## src/rtl/wb_arbiter.sv

```systemverilog
// Two-master Wishbone arbiter: locked tenures, round-robin on contention,
// and a per-tenure watchdog that answers a stalled strobe with a bus error.
module wb_arbiter #(
  parameter int ADR_W   = 16,
  parameter int DAT_W   = 16,
  parameter int TIMEOUT = 255
) (
  input  logic             clk,
  input  logic             rst,
  input  logic             m0_cyc,
  input  logic             m1_cyc,
  input  logic             m0_stb,
  input  logic             m1_stb,
  input  logic             m0_we,
  input  logic             m1_we,
  input  logic [ADR_W-1:0] m0_adr,
  input  logic [ADR_W-1:0] m1_adr,
  input  logic [DAT_W-1:0] m0_dat_w,
  input  logic [DAT_W-1:0] m1_dat_w,
  output logic [DAT_W-1:0] m0_dat_r,
  output logic [DAT_W-1:0] m1_dat_r,
  output logic             m0_ack,
  output logic             m1_ack,
  output logic             m0_err,
  output logic             m1_err,
  output logic             s_cyc,
  output logic             s_stb,
  output logic             s_we,
  output logic [ADR_W-1:0] s_adr,
  output logic [DAT_W-1:0] s_dat_w,
  input  logic [DAT_W-1:0] s_dat_r,
  input  logic             s_ack,
  output logic [1:0]       gnt
);

  localparam bit            WD_EN = (TIMEOUT > 0);
  localparam int            CW    = (TIMEOUT > 0) ? $clog2(TIMEOUT + 1) : 1;
  localparam logic [CW-1:0] TO_V  = CW'(TIMEOUT);

  typedef enum logic [1:0] {IDLE = 2'd0, BUS0 = 2'd1, BUS1 = 2'd2} state_e;

  state_e          state_q, state_d;
  logic            last_q, last_d;
  logic [CW-1:0]   cnt_q, cnt_d;

  logic             sel_cyc, sel_stb, sel_we;
  logic [ADR_W-1:0] sel_adr;
  logic [DAT_W-1:0] sel_dat;
  logic             stb_raw, fwd_ack, tmo;

  always_ff @(posedge clk or posedge rst) begin
    if (rst) begin
      state_q <= IDLE;
      last_q  <= 1'b1;
      cnt_q   <= '0;
    end else begin
      state_q <= state_d;
      last_q  <= last_d;
      cnt_q   <= cnt_d;
    end
  end

  always_comb begin
    state_d = state_q;
    last_d  = last_q;
    cnt_d   = cnt_q;
    s_cyc   = 1'b0;
    s_stb   = 1'b0;
    s_we    = 1'b0;
    s_adr   = '0;
    s_dat_w = '0;
    m0_ack  = 1'b0;
    m1_ack  = 1'b0;
    m0_err  = 1'b0;
    m1_err  = 1'b0;
    stb_raw = 1'b0;
    fwd_ack = 1'b0;
    tmo     = 1'b0;
    sel_cyc = (state_q == BUS1) ? m1_cyc   : m0_cyc;
    sel_stb = (state_q == BUS1) ? m1_stb   : m0_stb;
    sel_we  = (state_q == BUS1) ? m1_we    : m0_we;
    sel_adr = (state_q == BUS1) ? m1_adr   : m0_adr;
    sel_dat = (state_q == BUS1) ? m1_dat_w : m0_dat_w;

    case (state_q)
      IDLE: begin
        cnt_d = '0;
        // On contention last_q names the previous owner; the other one wins.
        if (m0_cyc && (!m1_cyc || last_q)) state_d = BUS0;
        else if (m1_cyc)                   state_d = BUS1;
      end
      BUS0, BUS1: begin
        // Gating with cyc keeps an ack in the release cycle from reaching the master.
        stb_raw = sel_cyc & sel_stb;
        fwd_ack = stb_raw & s_ack;
        tmo     = WD_EN && (cnt_q == TO_V) && stb_raw && !s_ack;
        s_cyc   = sel_cyc;
        s_stb   = stb_raw & ~tmo;
        s_we    = sel_we;
        s_adr   = sel_adr;
        s_dat_w = sel_dat;
        if (state_q == BUS0) begin
          m0_ack = fwd_ack;
          m0_err = tmo;
        end else begin
          m1_ack = fwd_ack;
          m1_err = tmo;
        end
        if (fwd_ack || tmo)       cnt_d = '0;
        else if (stb_raw && WD_EN) cnt_d = cnt_q + CW'(1);
        if (!sel_cyc) begin
          state_d = IDLE;
          last_d  = (state_q == BUS1);
        end
      end
      default: state_d = IDLE;
    endcase
  end

  assign gnt      = {state_q == BUS1, state_q == BUS0};
  assign m0_dat_r = rst ? '0 : s_dat_r;
  assign m1_dat_r = rst ? '0 : s_dat_r;

endmodule
```

## config.mk

```make
export PLATFORM = sky130hd
export DESIGN_NAME = wb_arbiter
export DESIGN_NICKNAME = d
export VERILOG_FILES = /design/src/rtl/wb_arbiter.sv
export SDC_FILE = /design/constraint.sdc
export NUM_CORES = 1
export LEC_CHECK = 0
export ABC_AREA = 1
export CORE_ASPECT_RATIO = 0.5
export CORE_MARGIN = 5
export CORE_UTILIZATION = 27
export CTS_BUF_LIST = sky130_fd_sc_hd__clkbuf_4
export DETAILED_ROUTE_END_ITERATION = 6
export HOLD_SLACK_MARGIN = 0.02
export PLACE_DENSITY = 0.8
export SYNTH_ARGS = -nofsm -noshare
export SYNTH_HDL_FRONTEND = slang
export SYNTH_SLANG_ARGS = --single-unit
```

## constraint.sdc

```tcl
create_clock -name clk -period 1.5 [get_ports clk]
set_input_delay 0.3 -clock clk [delete_from_list [all_inputs] [get_ports clk]]
set_output_delay 0.3 -clock clk [all_outputs]
set_load 0.1 [all_outputs]
```

=== Word-level counts from Yosys, hierarchy flattened ===
Cells that the tools add are included.

* Bits in registers: 11
* Input bits: 89
* Output and inout port bits: 73
* Logic and storage cells: 54

* Add/sub/neg operators: 1
* Equal/unequal tests: 6
* Multiplexer cells: 26
* Bitwise gates (word level): 5
* Reduce and logical (&&, ||, !) cells: 13

{| class="wikitable"
|+ Operators with widths
! operator !! number
|-
| 16-bit two-way mux || 5
|-
| 8-bit two-way mux || 2
|-
| 8-bit case mux with 2 select lines || 1
|-
| 1-bit two-way mux || 14
|-
| 8-bit by 1-bit adder with 8-bit output (second input constant) || 1
|-
| 8-bit == test (second input constant) || 1
|-
| 2-bit two-way mux || 3
|-
| 3-bit != test (second input constant) || 2
|-
| 2-bit AND reduction || 3
|-
| 2-bit case mux with 2 select lines || 1
|-
| 1-bit AND || 3
|-
| 1-bit logical AND || 3
|-
| 2-bit by 1-bit == test with 1-bit output (second input constant) || 1
|-
| 2-bit == test (second input constant) || 1
|-
| 1-bit zero test || 2
|-
| 2-bit zero test || 1
|-
| 1-bit logical OR || 2
|-
| 2-bit != test (second input constant) || 1
|-
| 1-bit NOT || 2
|-
| 2-bit nonzero test || 1
|-
| 2-bit OR reduction || 1
|}

=== Logic depth before layout (Yosys ltp) ===
Gate-level depths: netlist (run 1).

* Depth after elaboration: 8
* Depth in mapped cells: 11
* Depth with buffers taken out: 10

=== Worst setup path before layout (run 1) ===
Ideal clock, no wire load.

* Kind: reg-to-output
* Start: reg state_q[0]
* End: out m0_ack
* Arrival: 3809 ps
* Data required time: 1200 ps
* Setup slack: -2609 ps
* Cell stages (with the launch flop): 8
* Path buffers: 1
* Cell sequence: dfrtp_1 > inv_1 > ha_1 > buf_6 > nand2_1 > nand2_4 > nand3_1 > nor3_1

* Longest elaborated chain between the ends: 6
* Elaborated cells on any way between the ends: 9
* Classes of those cells: 2 x eq/ne; 4 x mux; 2 x bitwise; 1 x reduce/logical

{| class="wikitable"
|+ RTL lines
! item !! RTL line !! RTL
|-
| start: declaration || 42 || <nowiki>state_e state_q, state_d;</nowiki>
|-
| start signal: assignment || 57 || <nowiki>state_q <= state_d;</nowiki>
|-
| 2-bit == test * || -- ||
|-
| net gnt[1] || 33 || <nowiki>output logic [1:0] gnt</nowiki>
|-
| 1-bit two-way mux (on tied branches) || 79, 80 ||
|-
| 1-bit AND || 94 || <nowiki>stb_raw = sel_cyc & sel_stb;</nowiki>
|-
| 1-bit AND || 95 || <nowiki>fwd_ack = stb_raw & s_ack;</nowiki>
|-
| 1-bit two-way mux || 102 || <nowiki>if (state_q == BUS0) begin</nowiki>
|-
| 1-bit two-way mux * || 85 || <nowiki>case (state_q)</nowiki>
|-
| end: declaration || 22 || <nowiki>output logic m0_ack,</nowiki>
|}

The timed path passes the listed nets; every way through them passes the cells marked *.

=== Worst setup path in the final report (run 1) ===
* Start: reg state_q[1]
* End: out m1_err

* Longest elaborated chain between the ends: 7
* Elaborated cells on any way between the ends: 10
* Classes of those cells: 2 x eq/ne; 4 x mux; 1 x bitwise; 3 x reduce/logical

{| class="wikitable"
|+ RTL lines
! item !! RTL line !! RTL
|-
| 2-bit == test || 79, 80, 85 ||
|-
| 1-bit two-way mux (on tied branches) || 79, 80 ||
|-
| 1-bit AND || 94 ||
|-
| 1-bit logical AND (2 in a row) || 96 || <nowiki>tmo = WD_EN && (cnt_q == TO_V) && stb_raw && !s_ack;</nowiki>
|-
| 1-bit two-way mux || 102 ||
|-
| 1-bit two-way mux * || 85 ||
|-
| end: declaration || 25 || <nowiki>output logic m1_err,</nowiki>
|}

Mark *: on every way between the ends. The rest lies on a longest branch, timed or not.

==> impl_metrics.toml, run 1 <==
[global_route]
track_usage_pct = 22.40
grt_pass1_wl_mm = 13.22
grt_use_met3_pct = 3.537
first_global_vias = 2639
grtUsageMet1_pct = 20.82
grt_most_used_layer = "met2"
global_route.overflow_total = 0
antenna_found_initial = 0
grt_max_degree = 34
use_met2_pct = 48.52

[timing]
rsz0062_at_grt = "true"
fmax_mhz = 458.2
period_share_pct = 145.5
layout_setup_ws_ns = -0.6824
finalHoldViolations = 0
fin_tns_setup_ns = -25.71
tightest_slew_ns = 0.4843
period_needed_ns = 2.182
skew_ns = 0.003978
finalSetupViolCount = 56
relSlewSlack_pct = 67.72
maxSlewViolCount = 0

[worst_setup_path]
critPathLaunchType = "flip-flop"
worst_setup_path_end_kind = "primary output"
r2r_setup_slack_ns = -0.21
worstPathArrival_ns = 1.88
worstSetupPathType = "flip-flop to primary output"
cp.required_ns = 1.20
path_common_cell = "nand2_4"
slowest_delay_ns = 0.46
crit_fanout = 5
path_cells = "ha_4 > inv_6 > nand2_4 > nand2_4 > nand2_4 > nor2_4 > nand2_4 > nor3_4 > buf_12"
cp_slowest_cell = "dfrtp_2"

[clocking]
clockBufferDepth = 2
cts_inserted_buffers = 3
clock-root-buffer = "clkbuf_4"
cts_max_level = 1
cts.clk_slew.worst_paths_ns = 0.08
cts_num_sinks = 11
cts_tree = "done"
cts_hold_buf = 0
insertion_delay_ns = 0.27

[yosys]
syn_avg_cell_area_um2 = 5.606
syn_area_um2 = 1553
synth_nets = 370
synthDistinctLibCells = 28
synth_seq_cells = 11
synth_top_cell_by_area = "nor2_1"
synth_top_area_share_pct = 22.00
synth_top_cells_by_area = "nor2_1 22%, dfrtp_1 16%, buf_4 7.7%"
synth-seq-area-share_pct = 17.81
ys_warn_count = 0
synthCells = 277

[cells_and_area]
nets = 545
multi_input_area_um2 = 1585
final_cells = 525
nFillCells = 266
area_growth_pct = 212.9
drive_gt1_share_pct = 50.33
register_area_um2 = 277.8

[place]
pre_cts_slack_ns = -0.4879
hpwl_mm = 7.019
gp_congestion = 0.8612
numPortBuffers = 161
place_inst = 510

[route]
drt_pass1_iterations = 4
num_vias = 2583
routed_wl_mm = 9.612
viasPerCell = 4.920
drt_iter0_drc = 232
drtAntennaViolNets = 0
routedWlPerCell_um = 18.31
drcViolationCount = 0

[status]
status = "complete, but fails checks"
violations = "negative setup slack"

[floorplan]
die_w_um = 117.2
die_y_um = 63.63
fp.coreArea_um2 = 5539
ios = 162
rows = 19
die-area_um2 = 7460
initial_core_util_pct = 28.03

[min_path]
hold_path_class = "input port to asynchronous set/reset pin"

[job]
cap_violations = 0
[placed cells by master (no fill, tap or decap), types with 2 or more instances in the layout]
master	instances
buf_6	10
ha_4	3
a21oi_1	2
nor2_2	2
inv_2	7
nand3_1	18
dfrtp_1	9
o21ai_4	3
nand2_2	2
buf_4	23
nand2_1	24
o21ai_1	18
inv_1	22
dlymetal6s2s_1	2
nand2_4	9
inv_4	3
buf_12	77
nand3_2	2
nor2_4	50
clkdlybuf4s50_1	85
nor3_4	4
nor2_1	41
o21ai_2	18
clkbuf_4	4
[state kept, by name, indices dropped and copies added (netlist names)]
signal / cells
cnt_q: 8
last_q: 1
state_q: 2
[routing by layer]
metal | up-vias | wire, um
li1 | 1203 | -
met3 | 24 | 404
met2 | 97 | 5792
met5 | - | 0
met1 | 1259 | 3121
met4 | 0 | 294
[stage by stage]
step / utilization [%] / hold slack (ns) / area (um^2)
floorplan: - / 0.4513 / 2257
global placement: 81.14 / 0.5097 / 4494
detailed placement: 81.14 / 0.5601 / 4494
CTS: 83.56 / 0.2690 / 4628
global route: 87.67 / 0.2873 / 4856
finish: 87.71 / 0.2707 / 4858
[area by class of cell]
cell class              instances  share of cell area [%]
multi-input cells             204                   32.63
repair buffers                198                   56.14
well taps                      73                   1.880
diodes                          1                 0.05151
flip-flops and latches         11                   5.717
inverters                      34                   2.962
clock buffers                   4                  0.6181
[critical path, delay by kind of cell (launching register included)]
family	cells	cell delay [ns]
and+or+nand+nor	6	0.62
DFF	1	0.46
buffers and inverters	2	0.29
adders and majority gates	1	0.23
[timing repair]
item | CTS | global route
endpoints found under the hold margin | 0 | 0
pin swaps | 7 | 17
setup buffers | 5 | 4
gates cloned | 0 | 1
gates resized for setup | 19 | 68
endpoints found under the setup margin | 84 | 77
[kinds of logic after synthesis]
logic type | share of synthesized area [%]
simple gates | 44.32
flops | 17.81
buf+inv | 19.82
compound gates | 14.26
xor+xnor | 0.5642
fa+ha+maj | 3.223
[cells in the mapped netlist]
| master | instances |
|---|---|
| a21o_1 | 1 |
| a21oi_1 | 2 |
| a21oi_2 | 1 |
| buf_4 | 16 |
| buf_6 | 1 |
| clkbuf_1 | 11 |
| dfrtp_1 | 10 |
| dfstp_2 | 1 |
| ha_1 | 4 |
| inv_1 | 30 |
| inv_2 | 2 |
| inv_4 | 1 |
| inv_6 | 1 |
| nand2_1 | 31 |
| nand2_2 | 2 |
| nand2_4 | 2 |
| nand3_1 | 18 |
| nand3_2 | 2 |
| nand4_1 | 1 |
| nor2_1 | 91 |
| nor2_2 | 2 |
| nor2_8 | 1 |
| nor3_1 | 2 |
| nor3_2 | 3 |
| o21ai_0 | 23 |
| o21ai_1 | 16 |
| or2_2 | 1 |
| xor2_1 | 1 |
[path summary, 6_finish.rpt]
path | start | to | cells past startpoint
worst max-delay path | state_q[1]$_DFFE_PP0P_ | m1_err | 9
worst min-delay path | rst | cnt_q[7]$_DFFE_PP0P_ | 2
worst max register to register | state_q[0]$_DFFE_PP0P_ | state_q[0]$_DFFE_PP0P_ | 9
worst min register to register | last_q$_DFFE_PP1P_ | last_q$_DFFE_PP1P_ | 2
max in group asynchronous | rst | last_q$_DFFE_PP1P_ | 2
min in group clk | last_q$_DFFE_PP1P_ | last_q$_DFFE_PP1P_ | 2
Power of run 1 is left out: the tool's default activity adds up to more than one toggle a clock period on the data nets, which glitch-free logic cannot reach.
==> run 2, diff against run 1 <==
--- a/config.mk
+++ b/config.mk
@@ -8,11 +8,11 @@
 export ABC_AREA = 1
 export CORE_ASPECT_RATIO = 0.5
 export CORE_MARGIN = 5
-export CORE_UTILIZATION = 27
-export CTS_BUF_LIST = sky130_fd_sc_hd__clkbuf_4
+export CORE_UTILIZATION = 26
 export DETAILED_ROUTE_END_ITERATION = 6
 export HOLD_SLACK_MARGIN = 0.02
-export PLACE_DENSITY = 0.8
+export PLACE_DENSITY = 0.77
+export SETUP_SLACK_MARGIN = 0.15
 export SYNTH_ARGS = -nofsm -noshare
 export SYNTH_HDL_FRONTEND = slang
 export SYNTH_SLANG_ARGS = --single-unit
==> impl_metrics.toml, run 2 (synthesis results as in run 1) <==
[power_and_ir_drop]
power.density_nw_per_um2 = 2577
p_leak_nw = 2.110
switching_power_w = 0.007942
switching_share_pct = 62.38
peakVddDrop_uv = 2320
cellInternalPower_w = 0.004790
p_seq_share_pct = 3.3
pwr-share-comb_pct = 92.6
p_clk_share_pct = 4.1

[floorplan]
die-area_um2 = 7712
die_w_um = 119.3
initial_core_util_pct = 27.56
rows = 19
fp.coreArea_um2 = 5634
die_y_um = 64.65
ios = 162

[route]
viasPerCell = 5.045
drcViolationCount = 0
routed_wl_mm = 10.53
drtAntennaViolNets = 0
num_vias = 2664
routedWlPerCell_um = 19.94
drt_pass1_iterations = 4
drt_iter0_drc = 140

[timing]
relSlewSlack_pct = 69.83
skew_ns = 0.004614
maxSlewViolCount = 0
rsz0062_at_grt = "true"
finalSetupViolCount = 52
fmax_mhz = 466.7
tightest_slew_ns = 0.4520
period_needed_ns = 2.143
finalHoldViolations = 0
layout_setup_ws_ns = -0.6425
period_share_pct = 142.8

[cells_and_area]
finalCoreUtilization_pct = 87.70
largest-register = "cnt_q"
drive_gt1_share_pct = 55.38
largest_reg_flops = 8
layout_common_cells = "75 x buf_12, 71 x clkdlybuf4s50_1, 52 x nor2_4"
diodes = 0
area_growth_pct = 218.2
final_common_cell = "buf_12"
largestRegisters = "cnt_q x8, state_q x2, last_q x1"
nets = 549
final_cells = 528

[clocking]
cts_max_level = 1
cts_tree = "done"
cts.clk_slew.worst_paths_ns = 0.05
cts_hold_buf = 0
cts_inserted_buffers = 3
insertion_delay_ns = 0.25
clock-root-buffer = "clkbuf_16"
cts_num_sinks = 11
clockBufferDepth = 2

[place]
numPortBuffers = 161
gp_congestion = 0.8618
hpwl_mm = 7.236
place_inst = 513

[worst_setup_path]
r2r-start = "state_q[0]$_DFFE_PP0P_"
cp.required_ns = 1.20
worstPathArrival_ns = 1.84
critPathLaunchType = "flip-flop"
startpoint = "state_q[0]$_DFFE_PP0P_"
worst_setup_path_end_kind = "primary output"
setup.worst_path.end = "s_cyc"
r2r_setup_slack_ns = -0.38
reg2reg_depth = 13
worstSetupPathType = "flip-flop to primary output"
crit_fanout = 5
r2r_end = "cnt_q[4]$_DFFE_PP0P_"

[job]
cap_violations = 0

[global_route]
first_global_vias = 2904
antenna_found_initial = 0
grt_max_degree = 27
track_usage_pct = 25.21
global_route.overflow_total = 0
grt_pass1_wl_mm = 15.32

[status]
violations = "negative setup slack"
status = "complete, but fails checks"

[min_path]
hold_path_class = "input port to asynchronous set/reset pin"
run 2: worst max-delay path, stage by stage (launching register included):
cell and delay [ns]:
dfrtp_1 0.39, inv_2 0.11, ha_4 0.21, inv_6 0.06, nand2_4 0.06, nand2_4 0.07
buf_4 0.14, buf_6 0.12, nand2_4 0.07, clkinvlp_4 0.14, buf_12 0.20
run 2: repair_timing:
item                       in CTS  in global routing
gates resized for setup       106                 19
gates cloned                    1                  0
pin swaps                      32                  5
setup endpoints to repair      84                 54
buffers inserted                7                  3
run 2: worst min path at each step:
stage | end | cells after the start | slack [ns]
finish | state_q[0]$_DFFE_PP0P_ | 2 | 0.21
global route | state_q[0]$_DFFE_PP0P_ | 2 | 0.25
CTS | state_q[0]$_DFFE_PP0P_ | 2 | 0.30
detailed placement | last_q$_DFFE_PP1P_ | 2 | 0.55
global placement | last_q$_DFFE_PP1P_ | 2 | 0.51
floorplan | state_q[0]$_DFFE_PP0P_ | 2 | 0.45
run 2: through the flow:
step	hold slack, ns	total power, W	setup slack [ns]	cell area [um^2]	setup TNS [ns]
6_report	0.2105	0.01273	-0.6425	4941	-25.56
5_1_grt	0.2474	0.01308	-0.6843	4941	-28.30
4_1_cts	0.3002	0.01235	-0.5510	4838	-21.52
3_5_place_dp	0.5496	0.01112	-0.4819	4504	-17.55
3_3_place_gp	0.5092	0.01091	-0.4403	4504	-12.87
2_1_floorplan	0.4513	0.007349	-1.051	2257	-31.20
run 2: routing by layer:
metal  GRT usage, %  routed length (um)
met5              0                   0
met4          10.56                 516
met3          3.388                 430
met2          53.06                6039
met1          25.09                3541
run 2: final cells by class:
cell class | count | area [um^2]
multi-input combinational | 204 | 1639
timing repair buffer | 202 | 2709
clock buffer | 3 | 75.07
fill | 246 | 693.2
clock inverter | 1 | 5.005
tap | 73 | 91.34
sequential | 11 | 277.8
inverter | 34 | 143.9
run 2: power by group through the flow:
stage	clock [W]	combinational (W)	sequential, W
3_3_place_gp	0	0.0105	0.000407
4_1_cts	0.000513	0.0114	0.000418
2_1_floorplan	0	0.00694	0.000409
6_report	0.000518	0.0118	0.000425
5_1_grt	0.000530	0.0121	0.000428
3_5_place_dp	0	0.0107	0.000411
Note: power is estimated with default switching activity, not from simulation.
==> run 3, diff against run 2 <==
--- a/config.mk
+++ b/config.mk
@@ -10,6 +10,7 @@
 export CORE_MARGIN = 5
 export CORE_UTILIZATION = 26
 export DETAILED_ROUTE_END_ITERATION = 6
+export GPL_ROUTABILITY_DRIVEN = 0
 export HOLD_SLACK_MARGIN = 0.02
 export PLACE_DENSITY = 0.77
 export SETUP_SLACK_MARGIN = 0.15
==> results of run 3 <==
No change in the layout: final DEF, timing and power equal those of run 2.
